## src/rtl/mem_port_arbiter_pkg.sv

```systemverilog
// mem_port_arbiter_pkg: shared widths, FSM state type and default tuning for the memory port arbiter.
package mem_port_arbiter_pkg;
  localparam int WORD_LEN = 32;
  localparam int MAX_D_STREAK_DEF = 4;
  localparam int TIMEOUT_DEF = 64;
  typedef enum logic [1:0] {IDLE, BUSY_I, BUSY_D, RESP} arb_state_t;
endpackage

```

## src/rtl/mem_arb_timer.sv

```systemverilog
// mem_arb_timer: loadable down-counter; expired is high once the count has run out.
module mem_arb_timer #(
  parameter int TIMEOUT = 64,
  localparam int TW = (TIMEOUT > 2) ? $clog2(TIMEOUT) : 1
) (
  input  logic clk,
  input  logic rstn,
  input  logic load,
  input  logic en,
  output logic expired
);
  logic [TW-1:0] cnt;
  always_ff @(posedge clk) begin
    if (!rstn) cnt <= '0;
    else if (load) cnt <= TW'(TIMEOUT - 1);
    else if (en && cnt != '0) cnt <= cnt - 1'b1;
  end
  assign expired = cnt == '0;
endmodule

```

## src/rtl/mem_port_arbiter.sv

```systemverilog
// mem_port_arbiter: shares one variable-latency memory between fetch and MEM stage,
// data first with a bounded streak so a waiting fetch cannot starve.
module mem_port_arbiter
  import mem_port_arbiter_pkg::*;
#(
  parameter int MAX_D_STREAK = MAX_D_STREAK_DEF,
  parameter int TIMEOUT = TIMEOUT_DEF,
  localparam int SW = $clog2(MAX_D_STREAK + 1)
) (
  input  logic                clk,
  input  logic                rstn,
  input  logic                if_req,
  input  logic [WORD_LEN-1:0] if_addr,
  input  logic                if_flush,
  output logic                if_valid,
  output logic [WORD_LEN-1:0] if_rdata,
  output logic                if_stall,
  input  logic                d_req,
  input  logic                d_we,
  input  logic [WORD_LEN-1:0] d_addr,
  input  logic [WORD_LEN-1:0] d_wdata,
  output logic                d_valid,
  output logic [WORD_LEN-1:0] d_rdata,
  output logic                d_stall,
  output logic                mem_req,
  output logic                mem_we,
  output logic [WORD_LEN-1:0] mem_addr,
  output logic [WORD_LEN-1:0] mem_wdata,
  input  logic                mem_ack,
  input  logic [WORD_LEN-1:0] mem_rdata,
  output logic                timeout_err
);
  localparam logic [SW-1:0] SMAX = SW'(MAX_D_STREAK);
  arb_state_t state;
  logic [SW-1:0] streak;
  logic flush_q, fetch_ok, grant_d, grant_i, busy, expired;
  assign busy = state == BUSY_I || state == BUSY_D;
  assign fetch_ok = if_req && !if_flush;
  assign grant_d = state == IDLE && d_req && !(fetch_ok && streak == SMAX);
  assign grant_i = state == IDLE && fetch_ok && !grant_d;
  assign if_stall = if_req && !if_valid;
  assign d_stall = d_req && !d_valid;
  mem_arb_timer #(.TIMEOUT(TIMEOUT)) u_timer (
    .clk(clk),
    .rstn(rstn),
    .load(grant_d || grant_i),
    .en(busy),
    .expired(expired)
  );
  always_ff @(posedge clk) begin
    if (!rstn) begin
      state <= IDLE;
      streak <= '0;
      flush_q <= 1'b0;
      mem_req <= 1'b0;
      mem_we <= 1'b0;
      mem_addr <= '0;
      mem_wdata <= '0;
      if_valid <= 1'b0;
      d_valid <= 1'b0;
      if_rdata <= '0;
      d_rdata <= '0;
      timeout_err <= 1'b0;
    end else begin
      if_valid <= 1'b0;
      d_valid <= 1'b0;
      if (!if_req) streak <= '0;
      case (state)
        IDLE: begin
          if (grant_d) begin
            state <= BUSY_D;
            mem_req <= 1'b1;
            mem_we <= d_we;
            mem_addr <= d_addr;
            mem_wdata <= d_wdata;
            if (if_req && streak != SMAX) streak <= streak + 1'b1;
          end else if (grant_i) begin
            state <= BUSY_I;
            mem_req <= 1'b1;
            mem_we <= 1'b0;
            mem_addr <= if_addr;
            mem_wdata <= '0;
            streak <= '0;
          end
        end
        BUSY_I, BUSY_D: begin
          if (state == BUSY_I && if_flush) flush_q <= 1'b1;
          if (mem_ack) begin
            state <= RESP;
            mem_req <= 1'b0;
            if (state == BUSY_I) begin
              if_rdata <= mem_rdata;
              if_valid <= !(flush_q || if_flush);
            end else begin
              d_rdata <= mem_we ? '0 : mem_rdata;
              d_valid <= 1'b1;
            end
          end else if (expired) begin
            // abandoned access: no pulse, so the requester keeps stalling
            state <= IDLE;
            mem_req <= 1'b0;
            timeout_err <= 1'b1;
            flush_q <= 1'b0;
          end
        end
        RESP: begin
          state <= IDLE;
          flush_q <= 1'b0;
        end
        default: state <= IDLE;
      endcase
    end
  end
endmodule

```

## config.mk

```make
export PLATFORM = sky130hd
export DESIGN_NAME = mem_port_arbiter
export DESIGN_NICKNAME = d
export VERILOG_FILES = /design/src/rtl/mem_port_arbiter_pkg.sv /design/src/rtl/mem_arb_timer.sv /design/src/rtl/mem_port_arbiter.sv
export SDC_FILE = /design/constraint.sdc
export NUM_CORES = 1
export LEC_CHECK = 0
export CAP_MARGIN = 10
export CORE_ASPECT_RATIO = 1.25
export CORE_MARGIN = 3
export CORE_UTILIZATION = 36
export CTS_CLUSTER_SIZE = 24
export DETAILED_ROUTE_END_ITERATION = 8
export GPL_ROUTABILITY_DRIVEN = 0
export GPL_TIMING_DRIVEN = 0
export PLACE_DENSITY = 0.76
export SLEW_MARGIN = 20
export SYNTH_ARGS = -nofsm -noshare
export SYNTH_HDL_FRONTEND = slang
export SYNTH_SLANG_ARGS = --single-unit
```

## constraint.sdc

```tcl
create_clock -name clk -period 1.8 [get_ports clk]
set_clock_uncertainty 0.05 [all_clocks]
set_input_delay 0.36 -clock clk [delete_from_list [all_inputs] [get_ports clk]]
set_output_delay 0.36 -clock clk [all_outputs]
set_load 0.02 [all_outputs]
```

==> results of run 1 <==
## flip-flops by register name (all words and copies together), names as in the netlist
name,count
timeout_err,1
mem_addr,32
mem_wdata,32
d_rdata,32
streak,3
flush_q,1
if_rdata,32
mem_we,1
u_timer.cnt,6
mem_req,1
state,2
if_valid,1
d_valid,1
## worst max-delay path by stage
stage               startpoint        endpoint  slack, ns
floorplan             state[0]  u_timer.cnt[5]      -0.08
global placement         d_req   mem_wdata[23]      -0.67
detailed placement       d_req   mem_wdata[22]      -0.71
CTS                   state[0]  u_timer.cnt[5]      -0.03
global route          state[0]  u_timer.cnt[5]      -0.10
finish                state[1]  u_timer.cnt[5]      -0.04
## routing by layer
metal  part of all wire  GRT usage  up-vias
met4              0.029    0.07849        0
met5                  0          0        -
met2               0.51     0.3473      216
met3              0.077    0.06019       35
li1                   -          -     2621
met1               0.38     0.2236     2484
## what timing repair did
item                       in CTS  in global routing
resized for setup              67                127
setup endpoints to repair     144                220
cloned                          0                  0
pin swaps                       4                  4
buffers inserted                5                  6
## cell usage after synthesis (2+ instances only)
cell type and n:
dfxtp_1 145, nand2_1 74, a21oi_1 72, nor2_1 43, a22oi_1 34, o21ai_0 34, mux2i_1 33, a22o_1 32
clkbuf_1 30, ha_1 8, inv_1 8, buf_2 7, nor3_1 7, a211oi_1 6, o21a_1 5, buf_1 4
nor2b_1 4, a31oi_1 3, buf_4 3, and2_1 2
## worst max-delay path, cell delays in order (launching register included)
cell     delay (ns)
dfxtp_2        0.36
inv_4          0.06
ha_4           0.26
or4b_4         0.45
or4_4          0.42
a31oi_1        0.17
## kinds of logic after synthesis
kind of cell    Yosys count  share of synthesized area
simple gates            141                     0.1117
mux                      34                    0.06342
buf+inv                  53                    0.04204
fa+ha+maj                 8                    0.01858
compound gates          191                     0.2253
flops                   145                     0.5389
## metrics by stage
step / std cells / util / total power, mW
after floorplan: 572 / - / 7.108
after global placement: 1018 / 0.5708 / 9.309
after detailed placement: 1018 / 0.5708 / 9.375
after CTS: 1054 / 0.6228 / 13.31
after global routing: 1058 / 0.6445 / 13.94
final: 1058 / 0.6445 / 13.24
## power groups by stage
| stage | Sequential [mW] | Clock [mW] | Combinational [mW] |
|---|---|---|---|
| after global routing | 4.47 | 3.95 | 5.52 |
| after global placement | 4.41 | 0 | 4.90 |
| after floorplan | 5.22 | 0 | 1.89 |
| after detailed placement | 4.44 | 0 | 4.94 |
| after CTS | 4.38 | 3.82 | 5.11 |
| final | 4.38 | 3.74 | 5.11 |
## layout make-up
type | count | area [sq um]
Buffer | 42 | 247.7
Timing Repair Buffer | 279 | 2964
Inverter | 8 | 32.53
Tap cell | 178 | 222.7
Clock inverter | 15 | 206.4
Fill cell | 1192 | 5165
Clock buffer | 17 | 425.4
Multi-Input combinational cell | 374 | 2356
Sequential cell | 145 | 2910
## layout by cell type (no fill, tap or decap), drive strengths merged, types with 2 or more instances in the layout
master,instances
dlygate4sd2,24
or2,2
a22o,32
clkdlybuf4s50,155
clkinv,3
dfxtp,145
a21oi,72
nor3,7
a31oi,4
nand2,74
ha,8
clkbuf,45
mux2i,33
buf,25
nor4,2
dlymetal6s2s,88
clkinvlp,4
and2,2
bufinv,4
inv,12
a211oi,6
nor2b,4
o21ai,35
a22oi,34
nor2,43
o21a,5
==> impl_results.md, run 1 <==
* Outcome: finished, violations left
* Failing checks: negative setup slack
* Sequential Power Share at 0.331
* DRC at 0
* Hpwl dp at 12.76 mm
* Die area at 16480 sq um
* Via/cell ratio at 5.062
* Worst EP required at 2.09 ns
* Area grow syn2layout at 73.87%
* Core area at 14530 sq um
* Crit Path Class: flip-flop to flip-flop
* Reg2reg path depth at 5
* RSZ-0062 raised after global routing: yes
* First-pass GRT wire length at ~26 mm
* Initial core utilization at 0.3707
* Reg-to-reg slack, setup at -0.04 ns
* Clock sinks at 145
* Hold path startpoint: rstn
* Die Width at 115.4 um
* Root Driver: clkbuf_16
* Diodes inserted at 0
* Largest net degree at the start of global routing at 17
* Worst Hold Path Cells at 3
* Worst r2r src: state[1]
* Internal Power at 8.663 mW
* Clk slew on worst S/H paths at 0.06 ns
* Pre-CTS setup slack at -0.7072 ns
* Yosys cell types at 38
* Pwr dens at 1413 nW/um^2
* Yosys warns at 0
* Post-synth top area cell: dfxtp_1
* Hold Path Class: input pin to flip-flop
* Min-Delay Endpoint: mem_addr[19]
* LEAKAGE at 5.038 nW
* #FFs+latches synth at 145
* Asr flop ratio synth at 0
* Max FO, Critical Path at 4
* Pre-Repair DR Iteration Count at 4
* Final antenna-violating net count at 0
* Net Switching at 4.573 mW
* Num CTS Buffers at 17
* Net Count, Synth at around 720
* PnR worst setup slack at -0.04223 ns
* Share of cells above drive strength 1 at 0.1170
* Cell Area, Placed at 8294 sq um
* Max Root-Sink Buffers at 2
* Top area cells in the synthesized netlist: dfxtp_1 (54%), a21oi_1 (6.7%), mux2i_1 (6.1%)
* Number of max-cap violations at 0
* Peak supply drop at just under 0.7 mV
* CTS HTree Levels at 4
* Reg-to-reg endpoint: u_timer.cnt[5]
* Clk network pwr share at 0.283
* Initial antenna violation count at 0
* Actual slew at the worst max-slew pin at 0.5442 ns
* Mapped cell area at between 5000 and 6000 sq um
* CP Capture Type: flip-flop
* CP startpoint kind: flip-flop
* Cells after synthesis at 572
* Worst skew pair latency at 0.41 ns
* # port buffers at 268
* Average cell area after synthesis at approximately 9.4 sq um
* Ys flop type: dfxtp_1
* GRT Util Overall at 0.1982
* Tmin final at approximately 1.8 ns
* F_max at 542.8 MHz
* Vias in the first global route at 5091
* Hold Fails Final Rpt at 0
* Die Height at roughly 140 um
* WL/cell at ~16 um
* Share of Yosys cell area claimed by the top area cell type at 0.5389
* I/O pins at 270
* Total gr overflow at 0
* Fin Setup TNS at -0.04223 ns
* Gate power share at 0.386
* TritonCTS clock tree: yes
* Nets at between 1000 and 1500
* Post-Route WL at 17.18 mm
* # setup viols final at 1
* Share of the yosys chip area belonging to registers at 0.5389
* Worst hold slack at 0.2579 ns
* Final Cycle Share at 1.023
* Final Instance Area at approximately 9400 sq um
* Via count at 5356
* Sw frac at 0.3455
* Slew margin rel. at 0.6372
* Final Slew Violations at 0
* # hold bufs at CTS at 0
* Arr. time, crit path at 2.13 ns
* Starting DRT DRC Count at 265
* Post-synth EDFFs at 0
* Rows at 49
(Power assumes the default switching activity.)
==> inputs of run 2 (changes only) <==
--- a/config.mk
+++ b/config.mk
@@ -12,7 +12,6 @@
 export CTS_CLUSTER_SIZE = 24
 export DETAILED_ROUTE_END_ITERATION = 8
 export GPL_ROUTABILITY_DRIVEN = 0
-export GPL_TIMING_DRIVEN = 0
 export PLACE_DENSITY = 0.76
 export SLEW_MARGIN = 20
 export SYNTH_ARGS = -nofsm -noshare
==> run 2 against run 1 <==
- the flow now finishes without violations
- non-clock buffer count fell by 3
- worst hold slack better by 0.038 ns
- routed wire length is 1.3% lower
- count of clock-buffer cells in the layout is 3 higher
- cell area grew 3.1%
- largest cell class unchanged
- sequential share of layout area decreased by 0.95 points
- sequential power hardly changed
==> impl_results.md, run 2 (synthesis results as in run 1) <==
* CP Capture Type: output pin
* Hold Path Class: input pin to flip-flop
* RSZ-0062 raised after global routing: yes
* LEAKAGE at 5.459 nW (+8.3%)
* CP peak stage delay at 0.62 ns (+0.17 ns)
* # setup viols final at 0 (-1)
* Worst Setup EP: mem_addr[13]
* Final Slew Violations at 0 (unchanged)
* Clk network pwr share at 0.276 (-0.007)
* Internal Power at 9.013 mW (+4.0%)
* Rows at 49 (unchanged)
* Final antenna-violating net count at 0 (unchanged)
* Pre-CTS setup slack at -0.3769 ns (+0.3303 ns)
* Hpwl dp at 11.96 mm (-6.3%)
* Commonest non-fill, non-tap cells in the layout: dfxtp_1 (141), clkdlybuf4s50_1 (141), dlymetal6s2s_1 (108), a21oi_1 (72), nand2_1 (72)
* Gate power share at 0.403 (+0.017)
* GRT Util Overall at 0.1956 (-0.002617)
* Nets at 1007 (-0.30%)
* Cell Area, Placed at 8643 sq um (+4.2%)
* Reg2reg path depth at 5 (unchanged)
* Max FO, Critical Path at 2 (-2)
* CP Depth at 1 (-4)
* Worst EP required at 1.39 ns (-0.70 ns)
* Diodes inserted at 0 (unchanged)
* Peak supply drop at 0.7122 mV (+5.7%)
* Met1 usage at 0.2288 (+0.005270)
* # port buffers at 269 (+0.37%)
* Pre-Repair DR Iteration Count at 4 (unchanged)
* Die Width at 115.4 um (unchanged)
* Final Cycle Share at 0.9786 (-0.04482)
* Worst r2r src: state[0]
* CP Cell Sequence: clkdlybuf4s50_1
* Final Instance Area at 9653 sq um (+3.1%)
* First-pass GRT wire length at 25.63 mm (-0.75%)
* Vias in the first global route at 5126 (+0.69%)
* Area grow syn2layout at 79.21%
* Post-Route WL at 16.95 mm (-1.3%)
* Crit-path slowest cell: clkdlybuf4s50_1
* Met3 usage at 0.06486 (+0.004663)
* Reg-to-reg slack, setup at 0.05 ns (+0.09 ns)
* Via count at 5304 (-0.97%)
* Clk slew on worst S/H paths at 0.06 ns (about the same)
* Family with the most delay on the worst path: buffers and inverters
* I/O pins at 270 (unchanged)
* Via/cell ratio at 5.027 (-0.69%)
* Num CTS Buffers at 17 (unchanged)
* F_max at 567.7 MHz (+4.6%)
* WL/cell at 16.07 um (-1.1%)
* Total gr overflow at 0 (unchanged)
* Die Height at 142.8 um (unchanged)
* Outcome: finished, final reports clean
* CP Buf/Inv Count at 1 (unchanged)
* Actual slew at the worst max-slew pin at 0.3392 ns (-0.2050 ns)
* Pwr dens at 1401 nW/um^2 (-0.85%)
* Met2 Use GR at 0.3338 (-0.01341)
* # hold bufs at CTS at 0 (unchanged)
* Reg-to-reg endpoint: u_timer.cnt[5]
* Clock sinks at 145 (unchanged)
* Sequential Power Share at 0.322 (-0.009)
* Net Switching at 4.513 mW (-1.3%)
* Hold Fails Final Rpt at 0 (unchanged)
* CTS HTree Levels at 4 (unchanged)
* Max Root-Sink Buffers at 2 (unchanged)
* CP startpoint kind: flip-flop
* DRC at 0 (unchanged)
* Sw frac at 0.3337 (-0.01185)
* Arr. time, crit path at 1.35 ns (-0.78 ns)
* Slew margin rel. at 0.7739 (+0.1367)
* Filler instances at 1157 (-2.9%)
* Number of max-cap violations at 0 (unchanged)
* Crit Path Class: flip-flop to output pin
* Tmin final at 1.762 ns (-0.08068 ns)
* Share of cells above drive strength 1 at 0.1231 (+0.006102)
* Initial antenna violation count at 0 (unchanged)
* PnR worst setup slack at 0.03845 ns (+0.08068 ns)
* Largest net degree at the start of global routing at 69 (+52)
* Root Driver: clkbuf_16
* Hold path startpoint: if_flush
* TritonCTS clock tree: yes
* Initial core utilization at 0.3707 (unchanged)
* Core area at 14530 sq um (unchanged)
* Die area at 16480 sq um (unchanged)
* Starting DRT DRC Count at 422 (+59%)
* Gr busiest metal: met2
* Critical Path Start: mem_addr[13]
* Worst skew pair latency at 0.41 ns (about the same)
## run 2: worst min-delay path by stage
stage                     endpoint  cells after the start
after global placement    if_valid                      1
final                     if_valid                      3
after global routing      if_valid                      3
after detailed placement  if_valid                      1
after CTS                 if_valid                      1
after floorplan           if_valid                      1
## run 2: power by group through the flow
stage | registers [mW] | logic, mW | clock network [mW]
after global routing | 4.45 | 5.89 | 3.95
after global placement | 4.41 | 5.36 | 0
after CTS | 4.37 | 5.43 | 3.81
after detailed placement | 4.43 | 5.41 | 0
final | 4.35 | 5.45 | 3.73
after floorplan | 5.22 | 1.89 | 0
## run 2: routing by layer
layer	vias up	routed length (um)
met5	-	0
met4	0	351
met3	22	1201
met2	196	8679
met1	2469	6718
li1	2617	-
## run 2: area by class of cell
cell class                 instances  area, sq um  share of cell area
timing repair buffer             318         3523              0.3650
sequential                       145         2908              0.3012
multi-input combinational        374         2342              0.2426
clock buffer                      20        446.7             0.04627
tap                              178        222.7             0.02307
clock inverter                    12        180.2             0.01866
inverter                           8        30.03            0.003111
## run 2: repair_timing
| action | 4_1_cts | 5_1_grt |
|---|---|---|
| resized for setup | 26 | 121 |
| setup endpoints to repair | 23 | 167 |
| gates cloned | 0 | 1 |
| buffers inserted | 0 | 6 |
| pin swaps | 0 | 2 |
## run 2: worst reg2reg max path, cell delays in order (launching register included)
cell     delay (ns)
dfxtp_2        0.33
inv_2          0.05
ha_4           0.26
or4b_4         0.45
or4_1          0.41
a31oi_1        0.13
## run 2: stage by stage
stage	hold WS (ns)	TNS, ns	utilization	std cells	power (mW)
after detailed placement	0.3765	-25.93	0.5949	1016	9.841
after floorplan	0.3497	-0.08485	-	572	7.108
final	0.2955	0	0.6643	1055	13.53
after global routing	0.2802	-0.1019	0.6643	1055	14.28
after global placement	0.3652	-25.50	0.5949	1016	9.767
after CTS	0.3846	0	0.6380	1048	13.62
==> RTL change: new RTL, settings of run 1 <==
The 4 states of `arb_state_t` get a one-hot encoding in 4 bits.
--- a/src/rtl/mem_port_arbiter_pkg.sv
+++ b/src/rtl/mem_port_arbiter_pkg.sv
@@ -5,3 +5,3 @@
   localparam int TIMEOUT_DEF = 64;
-  typedef enum logic [1:0] {IDLE, BUSY_I, BUSY_D, RESP} arb_state_t;
+  typedef enum logic [3:0] {IDLE = 4'b0001, BUSY_I = 4'b0010, BUSY_D = 4'b0100, RESP = 4'b1000} arb_state_t;
 endpackage
Check against the original RTL: same outputs for any inputs over 4 cycles, from zero or initial values and one cycle with rstn low; so few cycles prove little.
==> RTL change against run 1 <==
Synthesized cell count up 5.4%. Die area up 0.71%. Area after synthesis up 0.74%. Worst setup slack better by 0.073 ns. Design area down 1.1%. First-iteration DRC count up 18%. Wire length up 3.6%. Hold slack better by 0.13 ns. Sequential cell count up 2. Register-to-register slack better by 0.08 ns.
Power is not compared: it rests on default switching activity, and its combinational part moved more than twofold at a synthesized area within 25%.
==> RTL change: results (changes against run 1) <==
TritonCTS Buffers -> 17 (unchanged)
synth cell count leaders -> 147 x dfxtp_1, 74 x nand2_1, 68 x nor2_1, 54 x nor3_1
Slew @ Worst Pin -> 0.560 ns (+0.0154 ns)
final net count -> 1,030 (+2.0%)
Max stage delay on crit path -> 0.63 ns (+0.18 ns)
Root Buffer -> clkbuf_16
critical path fanouts, max -> 2 (-2)
global-route wire length before repair -> 26,800 um (+3.9%)
vias post-DR -> 5,512 (+2.9%)
Clk pin slew, worst setup/hold paths -> 0.06 ns (about the same)
post-synthesis cell count -> 603 (+5.4%)
DR iter-0 viols -> 314 (+18%)
Max clock buf depth -> 2 (unchanged)
Distinct cells, synth -> 38 (unchanged)
drt via density -> 5.09 (+0.63%)
Place WS -> -0.538 ns (+0.169 ns)
Post-synth top flop -> dfxtp_1
1st-pass router iterations -> 5 (+1)
ant diodes -> 0 (unchanged)
leakage power -> 5.00 nW
gr ovfl total -> 0 (unchanged)
Largest delay share family, worst path -> buffers and inverters
Worst path slowest cell -> clkdlybuf4s50_1
Worst Path Arrival -> 1.36 ns (-0.77 ns)
GRT Resource Usage Total -> 20.5% (+0.66 points)
largest cells by area after synthesis -> dfxtp_1 54%, a22o_1 5.2%, nand2_1 5.1%
Seq/Total Area, Yosys -> 54.2% (+0.34 points)
number of global-route vias before repair -> 5,277 (+3.7%)
status -> completed
Detailed Place HPWL -> 13,200 um (+3.5%)
layout cells sized above 1 -> 11.3% (-0.42 points)
final WL -> 17,800 um (+3.6%)
post-synth net total -> 741 (+3.6%)
RTL change: power by group through the flow:
stage                     clock network [mW]  logic (mW)  registers (mW)
after CTS                               3.61        1.55            3.54
after detailed placement                   0        1.54            3.61
after global placement                     0        1.53            3.61
after floorplan                            0       0.539            3.80
after global routing                    3.76        1.69            3.56
final                                   3.53        1.56            3.54
RTL change: area by class of cell:
class	instances	area (sq um)
Tap cell	178	223
Fill cell	1248	5330
Clock inverter	10	134
Inverter	9	33.8
Timing Repair Buffer	270	2860
Sequential cell	147	2950
Buffer	47	253
Multi-Input combinational cell	400	2350
Clock buffer	21	450
RTL change: repair_timing:
action,in CTS,in global routing
setup endpoints to repair,164,207
resized for setup,51,134
pin swaps,1,3
buffers inserted,2,0
RTL change: final timing paths:
check,from,slack (ns),depth (start not counted),end
setup reg to reg,u_timer.cnt[4],0.04,4,flush_q
setup / recovery,d_rdata[0],0.03,1,d_rdata[0]
hold reg to reg,timeout_err,0.39,2,timeout_err
hold / removal,d_req,0.39,3,streak[2]
RTL change: per-layer routing:
layer	share of wire, %	global-route usage, %
met5	0	0
met4	1.8	5.99
met3	8.3	8.35
met2	50	35.6
met1	40	22.9
RTL change: cells by family (layout without fill, tap and decap cells):
group / count (synthesis) / after routing / synth area share, %
simple gates: 236 / 236 / 20.5
flops: 147 / 147 / 54.2
mux: 1 / 1 / 0.184
xor+xnor: 2 / 2 / 0.461
buf+inv: 56 / 357 / 4.50
compound gates: 158 / 158 / 19.4
fa+ha+maj: 3 / 3 / 0.692
RTL change: stage by stage:
stage,area (sq um),TNS (ns)
after CTS,8930,0
after global routing,9260,-0.0217
after detailed placement,8330,-55.59
after floorplan,5430,0
after global placement,8330,-54.58
final,9260,0
